## config.mk

```make
export PLATFORM = sky130hd
export DESIGN_NAME = data_memory
export DESIGN_NICKNAME = d
export VERILOG_FILES = /design/src/rtl/data_memory.sv
export SDC_FILE = /design/constraint.sdc
export NUM_CORES = 1
export LEC_CHECK = 0
export CORE_MARGIN = 2
export CORE_UTILIZATION = 40
export CTS_CLUSTER_DIAMETER = 150
export CTS_CLUSTER_SIZE = 10
export DETAILED_ROUTE_END_ITERATION = 8
export PLACE_DENSITY = 0.55
export SLEW_MARGIN = 0
export SYNTH_ARGS = -nofsm -noshare
export SYNTH_HDL_FRONTEND = slang
export SYNTH_SLANG_ARGS = --single-unit
```

## constraint.sdc

```tcl
create_clock -name clock -period 6.68 [get_ports clock]
set_input_delay 1.002 -clock clock [delete_from_list [all_inputs] [get_ports clock]]
set_output_delay 1.002 -clock clock [all_outputs]
set_load 0.03 [all_outputs]
```

## src/rtl/data_memory.sv

```systemverilog
// rtl/data_memory.sv - single-port word memory shared by a core, a handshaked host port and a background clear engine
`ifndef ADDRESS_SIZE
`define ADDRESS_SIZE 4
`endif
`ifndef DATA_SIZE
`define DATA_SIZE 16
`endif

module data_memory #(
    parameter int ADDR_W = `ADDRESS_SIZE,
    parameter int DATA_W = `DATA_SIZE
) (
    input  logic              clock,
    input  logic              reset,
    input  logic              read,
    input  logic              write,
    input  logic [ADDR_W-1:0] address,
    input  logic [DATA_W-1:0] data_out,
    output logic [DATA_W-1:0] data_in,
    input  logic              host_req,
    input  logic              host_we,
    input  logic [ADDR_W-1:0] host_addr,
    input  logic [DATA_W-1:0] host_wdata,
    output logic              host_ack,
    output logic [DATA_W-1:0] host_rdata,
    input  logic              clear,
    output logic              clear_busy
);

    localparam int DEPTH = 2 ** ADDR_W;

    typedef enum logic [1:0] {
        IDLE    = 2'd0,
        ACCESS  = 2'd1,
        ACK     = 2'd2,
        RELEASE = 2'd3
    } host_state_t;

    logic [DATA_W-1:0] mem [DEPTH];

    host_state_t       state_q, state_d;
    logic [DATA_W-1:0] data_in_q, data_in_d;
    logic [DATA_W-1:0] host_rdata_q, host_rdata_d;
    logic              host_ack_q, host_ack_d;
    logic              h_we_q, h_we_d;
    logic [ADDR_W-1:0] h_addr_q, h_addr_d;
    logic [DATA_W-1:0] h_wdata_q, h_wdata_d;
    logic              clear_busy_q, clear_busy_d;
    logic [ADDR_W-1:0] index_q, index_d;

    logic              core_idle;
    logic              mem_we;
    logic [ADDR_W-1:0] mem_waddr;
    logic [DATA_W-1:0] mem_wdata;

    // Next-state logic: core always wins the port; host only runs on core-idle
    // edges, and the clear engine only when neither core nor host is using it.
    always_comb begin
        state_d      = state_q;
        data_in_d    = data_in_q;
        host_rdata_d = host_rdata_q;
        host_ack_d   = 1'b0;
        h_we_d       = h_we_q;
        h_addr_d     = h_addr_q;
        h_wdata_d    = h_wdata_q;
        clear_busy_d = clear_busy_q;
        index_d      = index_q;
        core_idle    = !read && !write;
        mem_we       = write;
        mem_waddr    = address;
        mem_wdata    = data_out;

        // Simultaneous read+write returns the store data (write-through).
        if (read) begin
            data_in_d = write ? data_out : mem[address];
        end

        case (state_q)
            IDLE: begin
                if (host_req) begin
                    state_d   = ACCESS;
                    h_we_d    = host_we;
                    h_addr_d  = host_addr;
                    h_wdata_d = host_wdata;
                end
            end
            ACCESS: begin
                if (core_idle) begin
                    state_d    = ACK;
                    host_ack_d = 1'b1;
                    if (h_we_q) begin
                        mem_we    = 1'b1;
                        mem_waddr = h_addr_q;
                        mem_wdata = h_wdata_q;
                    end else begin
                        host_rdata_d = mem[h_addr_q];
                    end
                end
            end
            ACK: begin
                state_d = RELEASE;
            end
            RELEASE: begin
                // A fresh request must see host_req drop first.
                if (!host_req) begin
                    state_d = IDLE;
                end
            end
            default: state_d = IDLE;
        endcase

        if (!clear_busy_q) begin
            if (clear) begin
                clear_busy_d = 1'b1;
                index_d      = '0;
            end
        end else if (core_idle && (state_q != ACCESS)) begin
            mem_we    = 1'b1;
            mem_waddr = index_q;
            mem_wdata = '0;
            index_d   = index_q + 1'b1;
            if (index_q == {ADDR_W{1'b1}}) begin
                clear_busy_d = 1'b0;
            end
        end
    end

    // Control and output registers; reset aborts any host access or clear.
    always_ff @(posedge clock or negedge reset) begin
        if (!reset) begin
            state_q      <= IDLE;
            data_in_q    <= '0;
            host_rdata_q <= '0;
            host_ack_q   <= 1'b0;
            h_we_q       <= 1'b0;
            h_addr_q     <= '0;
            h_wdata_q    <= '0;
            clear_busy_q <= 1'b0;
            index_q      <= '0;
        end else begin
            state_q      <= state_d;
            data_in_q    <= data_in_d;
            host_rdata_q <= host_rdata_d;
            host_ack_q   <= host_ack_d;
            h_we_q       <= h_we_d;
            h_addr_q     <= h_addr_d;
            h_wdata_q    <= h_wdata_d;
            clear_busy_q <= clear_busy_d;
            index_q      <= index_d;
        end
    end

    // Storage array: single write port, contents survive reset.
    always_ff @(posedge clock) begin
        if (mem_we) begin
            mem[mem_waddr] <= mem_wdata;
        end
    end

    assign data_in    = data_in_q;
    assign host_rdata = host_rdata_q;
    assign host_ack   = host_ack_q;
    assign clear_busy = clear_busy_q;

endmodule

```

# Word-level counts from Yosys, hierarchy flattened
# Memories as Yosys holds them, arrays and structs flattened. A register that Yosys moved wholly into a read port is not among the register bits.
# Cells that the tools add are included.
# word_totals
register_bits,45
mem_bits_rw,256
inputBits,47
output_inout_bits,34
elab_cells,62
memories,1
# memory_table
memory,depth,width,rd,rd_clocked_by_memory_dff,write_ports,line,source
mem,16,16,2,1,1,39,logic [DATA_W-1:0] mem [DEPTH];
# classes
addsub,1
eq_ne,9
muxes,31
bitwise_logic,1
reduce_logical,11
# op_table
operator,n
16-bit two-way mux,6
4-bit two-way mux,8
1-bit two-way mux,13
2-bit case mux with 4 select lines,1
2-bit two-way mux,3
"2-bit inequality test, second input constant",3
3-bit AND reduction,2
"4-bit by 1-bit adder with 4-bit output, second input constant",1
"2-bit == test, second input constant",2
"4-bit == test, second input constant",1
"2-bit by 1-bit inequality test with 1-bit output, second input constant",2
2-bit AND reduction,2
1-bit zero test,3
"2-bit by 1-bit == test with 1-bit output, second input constant",1
1-bit logical AND,2
2-bit zero test,1
2-bit nonzero test,1
1-bit NOT,1

# Longest topological paths before layout
# Gate-level depths: netlist of the first run.
# depth
word_depth,8
mapped_depth,8
ltp_nobuf,6

# Worst setup path after synthesis of the first run
# No wires, ideal clock.
# synth_timing
kind,in2reg
from,input port write
to,"memory mem[11][0] in the netlist's numbering, enable pin"
setup_time_ns,0.409
arrival_ns,3.100
required_ns,6.271
setup_slack_ns,3.170
path_stages,5
path_buffers,1
cell_sequence,buf_4 > or4b_4 > nor2_4 > a22oi_2 > nor3_1
# synth_via
elab_chain_len,8
word_cells_on_any_way,14
classes_between,11 x mux; 3 x reduce/logical
# synth_lines
element,line,source
from (decl),16,"input logic write,"
1-bit zero test,68,core_idle = !read && !write;
1-bit logical AND,68,
1-bit two-way mux,88,if (core_idle) begin
1-bit two-way mux,78,case (state_q)
1-bit two-way mux,117,end else if (core_idle && (state_q != ACCESS)) begin
1-bit two-way mux,112,if (!clear_busy_q) begin
1-bit two-way mux,155,if (mem_we) begin
1-bit two-way mux (implied by the code),156,mem[mem_waddr] <= mem_wdata;
to (decl),39,
# Several ways; a longest one is shown, not always the timed one.

# Worst setup path in the final report of the first run
# layout_timing
from,input port read
to,"memory mem[2][8] in the netlist's numbering, enable pin"
# layout_via
elab_chain_len,8
word_cells_on_any_way,13
classes_between,10 x mux; 3 x reduce/logical
# layout_lines
element,line,source
from (decl),15,"input logic read,"
1-bit zero test (*),68,
1-bit logical AND (*),68,
1-bit two-way mux,88,
1-bit two-way mux,78,
1-bit two-way mux,117,
1-bit two-way mux,112,
1-bit two-way mux,155,
1-bit two-way mux (implied by the code),156,
# Every way passes the cells marked *; elsewhere a longest branch is shown, timed or not.

==> results of run 1 <==
## power by group through the flow
| stage | combinational [mW] | sequential (mW) | clock, mW |
|---|---|---|---|
| detailed placement | 1.79 | 2.76 | 0 |
| finish | 1.78 | 2.73 | 1.84 |
| CTS | 1.80 | 2.73 | 1.87 |
| global route | 1.90 | 2.76 | 1.95 |
| global placement | 1.79 | 2.77 | 0 |
| floorplan | 1.22 | 2.71 | 0 |
## registers in the layout, summed over array words and instances, names as in the netlist
signal	flops
mem	256
data_in	16
h_wdata_q	16
host_rdata	16
h_addr_q	4
index_q	4
state_q	2
clear_busy	1
h_we_q	1
host_ack	1
## synth_stat cells, types with 4 or more instances
master,n,area share
o211ai_1,16,0.0082
mux2_2,22,0.017
o21ai_0,20,0.0068
nor3_1,17,0.0058
clkbuf_1,19,0.0049
a21oi_1,20,0.0068
buf_2,18,0.0062
dfrtp_1,61,0.10
edfxtp_1,256,0.53
o221ai_1,16,0.0096
buf_4,15,0.0077
mux4_2,128,0.20
mux2i_1,50,0.034
nand2_1,90,0.023
inv_1,4,0.0010
a22oi_1,16,0.0082
ha_1,6,0.0051
## layout make-up
| type | count | area, um^2 |
|---|---|---|
| clock buffer | 62 | 1020 |
| clock inverter | 4 | 46.29 |
| fill | 3084 | 19170 |
| inverter | 4 | 15.01 |
| multi-input combinational | 440 | 5185 |
| sequential | 317 | 9220 |
| tap | 468 | 585.6 |
| timing repair buffer | 112 | 1016 |
## through the flow
| stage | instances | hold WS [ns] | setup slack [ns] |
|---|---|---|---|
| floorplan | 818 | 0.4792 | 3.170 |
| global placement | 1341 | 0.4772 | 2.641 |
| detailed placement | 1341 | 0.4810 | 2.489 |
| CTS | 1407 | 0.4936 | 3.033 |
| global route | 1407 | 0.5270 | 2.909 |
| finish | 1407 | 0.4940 | 3.053 |
## routing by layer
metal,vias up,part of all wire,global-route usage
li1,3573,-,-
met1,4546,0.44,0.3301
met2,372,0.47,0.3585
met3,70,0.072,0.04249
met4,0,0.024,0.06446
met5,-,0,0
## kinds of logic (layout without fill, tap and decap cells)
family / after synthesis / after routing / share of synthesized area
mux: 201 / 201 / 0.2494
flops: 317 / 317 / 0.6303
buf+inv: 61 / 182 / 0.02217
simple gates: 133 / 133 / 0.04485
fa+ha+maj: 6 / 6 / 0.005135
compound gates: 100 / 100 / 0.04819
## worst reg2reg max path, cell delays in order (launching register included)
cell and delay [ns]:
dfrtp_1 0.40, inv_1 0.11, ha_1 0.49, nand4bb_1 0.45, mux2i_1 0.38, a22oi_2 0.16
nor3_2 0.83, buf_4 0.34
## layout by cell type (no fill, tap or decap), drive strengths merged, types with 3 or more instances in the layout
master         Yosys  layout
mux2              23      23
mux2i             50      50
inv                4       5
buf               37      38
ha                 6       6
o221ai            16      16
nand3b             3       3
nand2             90      90
nor2               5       5
nor3              18      18
clkbuf            20      62
o211ai            16      16
clkinv             0       3
edfxtp           256     256
a22oi             18      18
mux4             128     128
o21ai             20      20
a21oi             21      21
clkdlybuf4s50      0      74
dfrtp             61      61
## worst min-delay path by stage
stage / startpoint / end
finish: host_rdata[10] / host_rdata[10]
global placement: host_rdata[10] / host_rdata[10]
detailed placement: host_rdata[10] / host_rdata[10]
CTS: host_rdata[10] / host_rdata[10]
floorplan: h_wdata_q[15] / h_wdata_q[15]
global route: h_wdata_q[15] / h_wdata_q[15]
==> summary.md, run 1 <==
| Metric | Value |
|---|---|
| Status | `finished, final reports clean` |
| Worst rel slew slack | `0.1488` |
| Comb power frac | `0.281` |
| Asr flop ratio synth | `0.1924` |
| R2r endpoint | `mem[2][8]` |
| I/O pin cnt | `81` |
| YS warnings | `0` |
| Final #Nets | `965` |
| Post-CTS sizing | `0` |
| Setup Viol. Count Final | `0` |
| First-pass DRT Iterations | `5` |
| Critical R2R Launch | `state_q[1]` |
| Area growth, synth to finish | `16.89%` |
| Cell row count | `70` |
| Initial drt markers | `877` |
| Worst Max-Slew Pin Slew | `1.277 ns` |
| Final Power | `6.346 mW` |
| Launch point of the worst path | `read` |
| Slowest stage cell, crit path | `nor3_2` |
| WHS Path Cells | `2` |
| WP data arrival | `3.85 ns` |
| Postcts setup bufs | `0` |
| Cell Int Power | `4.353 mW` |
| H-tree levels | `2` |
| CP startpoint kind | `primary input` |
| Post-placement cell area | `16020 um^2` |
| Die ar. | `38090 um^2` |
| Final Util | `0.4713` |
| Via density | `6.085` |
| Synthesized flop and latch total | `317` |
| Register area share after synthesis | `0.6303` |
| Input/output buffers | `80` |
| Clock skew | `0.02416 ns` |
| Per-cell routed wire length | `30.61 um` |
| Gpl congestion | `0.8189` |
| Post-route minimum period | `3.627 ns` |
| Crit path kind | `in -> reg` |
| Synth Net Count | `871` |
| CTS Root Cell | `clkbuf_16` |
| Worst R2R Path Depth | `7` |
| Switching Share | `0.3141` |
| Cell area after layout | `17090 um^2` |
| Critical Path, Cell by Cell | `buf_2, nand4bb_1, mux2i_1, a22oi_2, nor3_2, buf_4` |
| Hold Vio Cnt, Final | `0` |
| Post-route DRC | `0` |
| Share of cells above drive strength 1 | `0.2875` |
| F_max | `0.2757 GHz` |
| Vias in the first global route | `8686` |
| Top Family by Delay on Critical Path | `simple AND/OR/NAND/NOR gates` |
| Worst hold path type | `reg -> reg` |
| Post-synth EDFFs | `256` |
| Initial cell density of the core | `0.4032` |
| DR vias | `8561` |
| P per Cell Area | `371.4 nW/um^2` |
| Max Slew Vio Count | `0` |
| CP Depth | `6` |
| Critical path buffers and inverters | `2` |
| Critical Path End | `mem[2][8]` |
| Post-CTS Hold Fix Bufs | `0` |
| Crit path max fanout | `44` |
| Clock Latency Late Sink | `0.54 ns` |
| Diodes inserted | `0` |
| Reg power frac | `0.430` |
| Number of max-cap violations | `0` |
| Overall routed net length | `43070 um` |
| Half-perimeter wire length after placement | `26980 um` |
| Syn Inst Count | `818` |
| Mapped cell area | `14620 um^2` |
| Sw Pwr | `1.993 mW` |
| Gr ovfl total | `0` |
| Critical Path End Type | `flip-flop` |
| DRT antenna net count | `0` |
| Core area | `36260 um^2` |
| GRT Util Overall | `0.2289` |
| Final period utilization | `0.5430` |
| Avg Cell Area, Syn | `17.87 um^2` |
| RSZ-0062 raised after global routing | `false` |
| Global-route wire length before repair | `62450 um` |
| CTS buffer count | `37` |
| Top FF cell, synth | `edfxtp_1` |
| Leak | `5.823 nW` |
| Largest net degree at the start of global routing | `68` |
| Flop2flop setup slack | `3.21 ns` |
| Slowest stage delay, CP | `0.83 ns` |
| Chip Height | `195.2 um` |
| Die width | `195.2 um` |
| Antenna violations before repair | `0` |
| Max VDD drop | `0.2194 mV` |
| Setup TNS | `0 ns` |
| Synth cell types | `51` |
| CTS Buffer Depth | `3` |
| Req. time, crit path | `6.90 ns` |
| Clock power frac | `0.289` |
| # clock sinks | `317` |
| Clk slew on worst S/H paths | `0.06 ns` |
| TritonCTS clock tree | `done` |
Power figures use the tool's default switching activity.
==> run 2: changes to the inputs <==
--- a/config.mk
+++ b/config.mk
@@ -10,7 +10,7 @@
 export CTS_CLUSTER_DIAMETER = 150
 export CTS_CLUSTER_SIZE = 10
 export DETAILED_ROUTE_END_ITERATION = 8
-export PLACE_DENSITY = 0.55
+export PLACE_DENSITY = 0.57
 export SLEW_MARGIN = 0
 export SYNTH_ARGS = -nofsm -noshare
 export SYNTH_HDL_FRONTEND = slang
==> constraint.sdc (replaced) <==
create_clock -name clock -period 3.14 [get_ports clock]
set_input_delay 0.471 -clock clock [delete_from_list [all_inputs] [get_ports clock]]
set_output_delay 0.471 -clock clock [all_outputs]
set_load 0.03 [all_outputs]
==> summary.md, run 2 (synthesis results as in run 1) <==
| Metric | Value |
|---|---|
| Status | `finished, final reports clean` |
| Crit path kind | `reg -> reg` |
| Gr ovfl total | `0 (unchanged)` |
| Post-route minimum period | `2.883 ns` |
| Total placed cells including tap cells | `1367 (+1.9%)` |
| Area of the multi-input gates | `5202 um^2 (+0.34%)` |
| I/O pin cnt | `81 (unchanged)` |
| F_max | `0.3469 GHz` |
| Critical path buffers and inverters | `2 (unchanged)` |
| Worst Max-Slew Pin Slew | `1.226 ns (-0.05128 ns)` |
| Switching Share | `0.3110 (-0.003148)` |
| Input/output buffers | `80 (unchanged)` |
| Launch point of the worst path | `state_q[1]` |
| Final #Nets | `991 (+2.7%)` |
| Req. time, crit path | `3.29 ns (-3.61 ns)` |
| Critical R2R Launch | `state_q[1]` |
| Half-perimeter wire length after placement | `29780 um (+10%)` |
| Critical Path End Type | `flip-flop` |
| CTS Buffer Depth | `3 (unchanged)` |
| Worst hold path type | `in -> async` |
| CP startpoint kind | `flip-flop` |
| Largest Register | `mem` |
| Clock power frac | `0.289 (about the same)` |
| Number of max-cap violations | `0 (unchanged)` |
| Most frequent cells in the layout | `256 x edfxtp_1, 128 x mux4_2, 90 x nand2_1` |
| Gpl congestion | `0.8406 (+2.6%)` |
| Post-CTS sizing | `0 (unchanged)` |
| Crit path max fanout | `16 (-64%)` |
| TritonCTS clock tree | `done` |
| Slowest stage cell, crit path | `a21oi_1` |
| Hold Vio Cnt, Final | `0 (unchanged)` |
| Antenna violations before repair | `0 (unchanged)` |
| Comb power frac | `0.297 (+0.016)` |
| Worst rel slew slack | `0.1781 (+0.02927)` |
| Number of flip-flops in the largest register | `256 (unchanged)` |
| Die ar. | `38090 um^2 (unchanged)` |
| Most common cell after layout, fill and taps aside | `edfxtp_1` |
| Die width | `195.2 um (unchanged)` |
| Final Power | `13.68 mW (+120%)` |
| Per-cell routed wire length | `29.19 um (-4.6%)` |
| Critical Path, Cell by Cell | `inv_1, ha_1, nand2_1, nor3_2, buf_4, nand2_1, a21oi_1` |
| Leak | `5.983 nW (+2.8%)` |
| Area growth, synth to finish | `18.85%` |
| Fillers | `3022 (-2.0%)` |
| H-tree levels | `2 (unchanged)` |
| Max VDD drop | `0.4519 mV (+110%)` |
| Clock Latency Late Sink | `0.52 ns (-0.02 ns)` |
| Postcts setup bufs | `0 (unchanged)` |
| Post-route DRC | `0 (unchanged)` |
| Slowest stage delay, CP | `0.92 ns (+0.09 ns)` |
| GRT Util Overall | `0.2231 (-0.005768)` |
| Cell Int Power | `9.426 mW (+120%)` |
| Final Non-Filler Cells | `1435 (+2.0%)` |
| Largest net degree at the start of global routing | `66 (-2.9%)` |
| CTS Root Cell | `clkbuf_16` |
| Register Area | `9220 um^2 (unchanged)` |
| RSZ-0062 raised after global routing | `false` |
| Most frequent CP cell | `nand2_1` |
| Setup Viol. Count Final | `0 (unchanged)` |
| Vias in the first global route | `8680 (-0.069%)` |
| Reg power frac | `0.414 (-0.016)` |
| CTS buffer count | `37 (unchanged)` |
| Final period utilization | `0.9180` |
| Clock skew | `0.01003 ns (-0.01413 ns)` |
| Chip Height | `195.2 um (unchanged)` |
| DR vias | `8689 (+1.5%)` |
| Top Family by Delay on Critical Path | `compound AO/OA/AOI/OAI gates` |
| Via density | `6.055 (-0.49%)` |
| Core area | `36260 um^2 (unchanged)` |
| Initial cell density of the core | `0.4032 (unchanged)` |
| Diodes inserted | `0 (unchanged)` |
| Cell row count | `70 (unchanged)` |
| First-pass DRT Iterations | `5 (unchanged)` |
| Sw Pwr | `4.254 mW (+110%)` |
| Final hold slack | `0.02906 ns (-0.4649 ns)` |
| Initial drt markers | `1052 (+20%)` |
| Max Slew Vio Count | `0 (unchanged)` |
| Post-CTS Hold Fix Bufs | `0 (unchanged)` |
| WP data arrival | `3.03 ns (-0.82 ns)` |
| # clock sinks | `317 (unchanged)` |
| Global-route wire length before repair | `61840 um (-0.96%)` |
| Overall routed net length | `41890 um (-2.7%)` |
| DRT antenna net count | `0 (unchanged)` |
| Share of cells above drive strength 1 | `0.3092 (+0.02166)` |
| P per Cell Area | `787.3 nW/um^2 (+110%)` |
| Clk slew on worst S/H paths | `0.06 ns (about the same)` |
[run 2: metal layers]
metal,global-route usage,vias to the layer above,part of all wire
met2,0.3019,493,0.41
met5,0,-,0
met3,0.06563,39,0.11
met4,0.04580,0,0.014
met1,0.3546,4530,0.46
li1,-,3627,-
[run 2: power by group through the flow]
stage          registers, mW  logic, mW  clock network [mW]
6_report                5.67       4.07                3.95
3_3_place_gp            5.74       4.05                   0
4_1_cts                 5.66       4.07                4.02
3_5_place_dp            5.72       4.06                   0
5_1_grt                 5.71       4.35                4.18
2_1_floorplan           5.77       2.60                   0
[run 2: layout make-up]
type | count | share of cell area
Tap cell | 468 | 0.03370
Sequential cell | 317 | 0.5306
Clock inverter | 2 | 0.0007921
Clock buffer | 66 | 0.06200
Inverter | 4 | 0.0008641
Timing Repair Buffer | 138 | 0.07259
Multi-Input combinational cell | 440 | 0.2994
[run 2: through the flow]
| step | setup TNS, ns | instance area [um^2] | worst slack, ns | util |
|---|---|---|---|---|
| 4_1_cts | 0 | 17360 | 0.2663 | 0.4789 |
| 5_1_grt | 0 | 17380 | 0.001227 | 0.4792 |
| 3_5_place_dp | 0 | 16270 | 0.2894 | 0.4488 |
| 3_3_place_gp | 0 | 16270 | 0.4043 | 0.4488 |
| 2_1_floorplan | -6.259 | 14620 | -0.03671 | - |
| 6_report | 0 | 17380 | 0.2575 | 0.4792 |
[run 2: path summary, 6_finish.rpt]
path                            endpoint  slack [ns]  cells past startpoint
max                          mem[10][14]        0.26                      7
min                        host_rdata[4]        0.03                      1
max reg2reg                  mem[10][14]        0.26                      7
min reg2reg                host_rdata[8]        0.49                      2
max in group asynchronous    h_addr_q[1]        2.40                      1
min in group clock         host_rdata[8]        0.49                      2
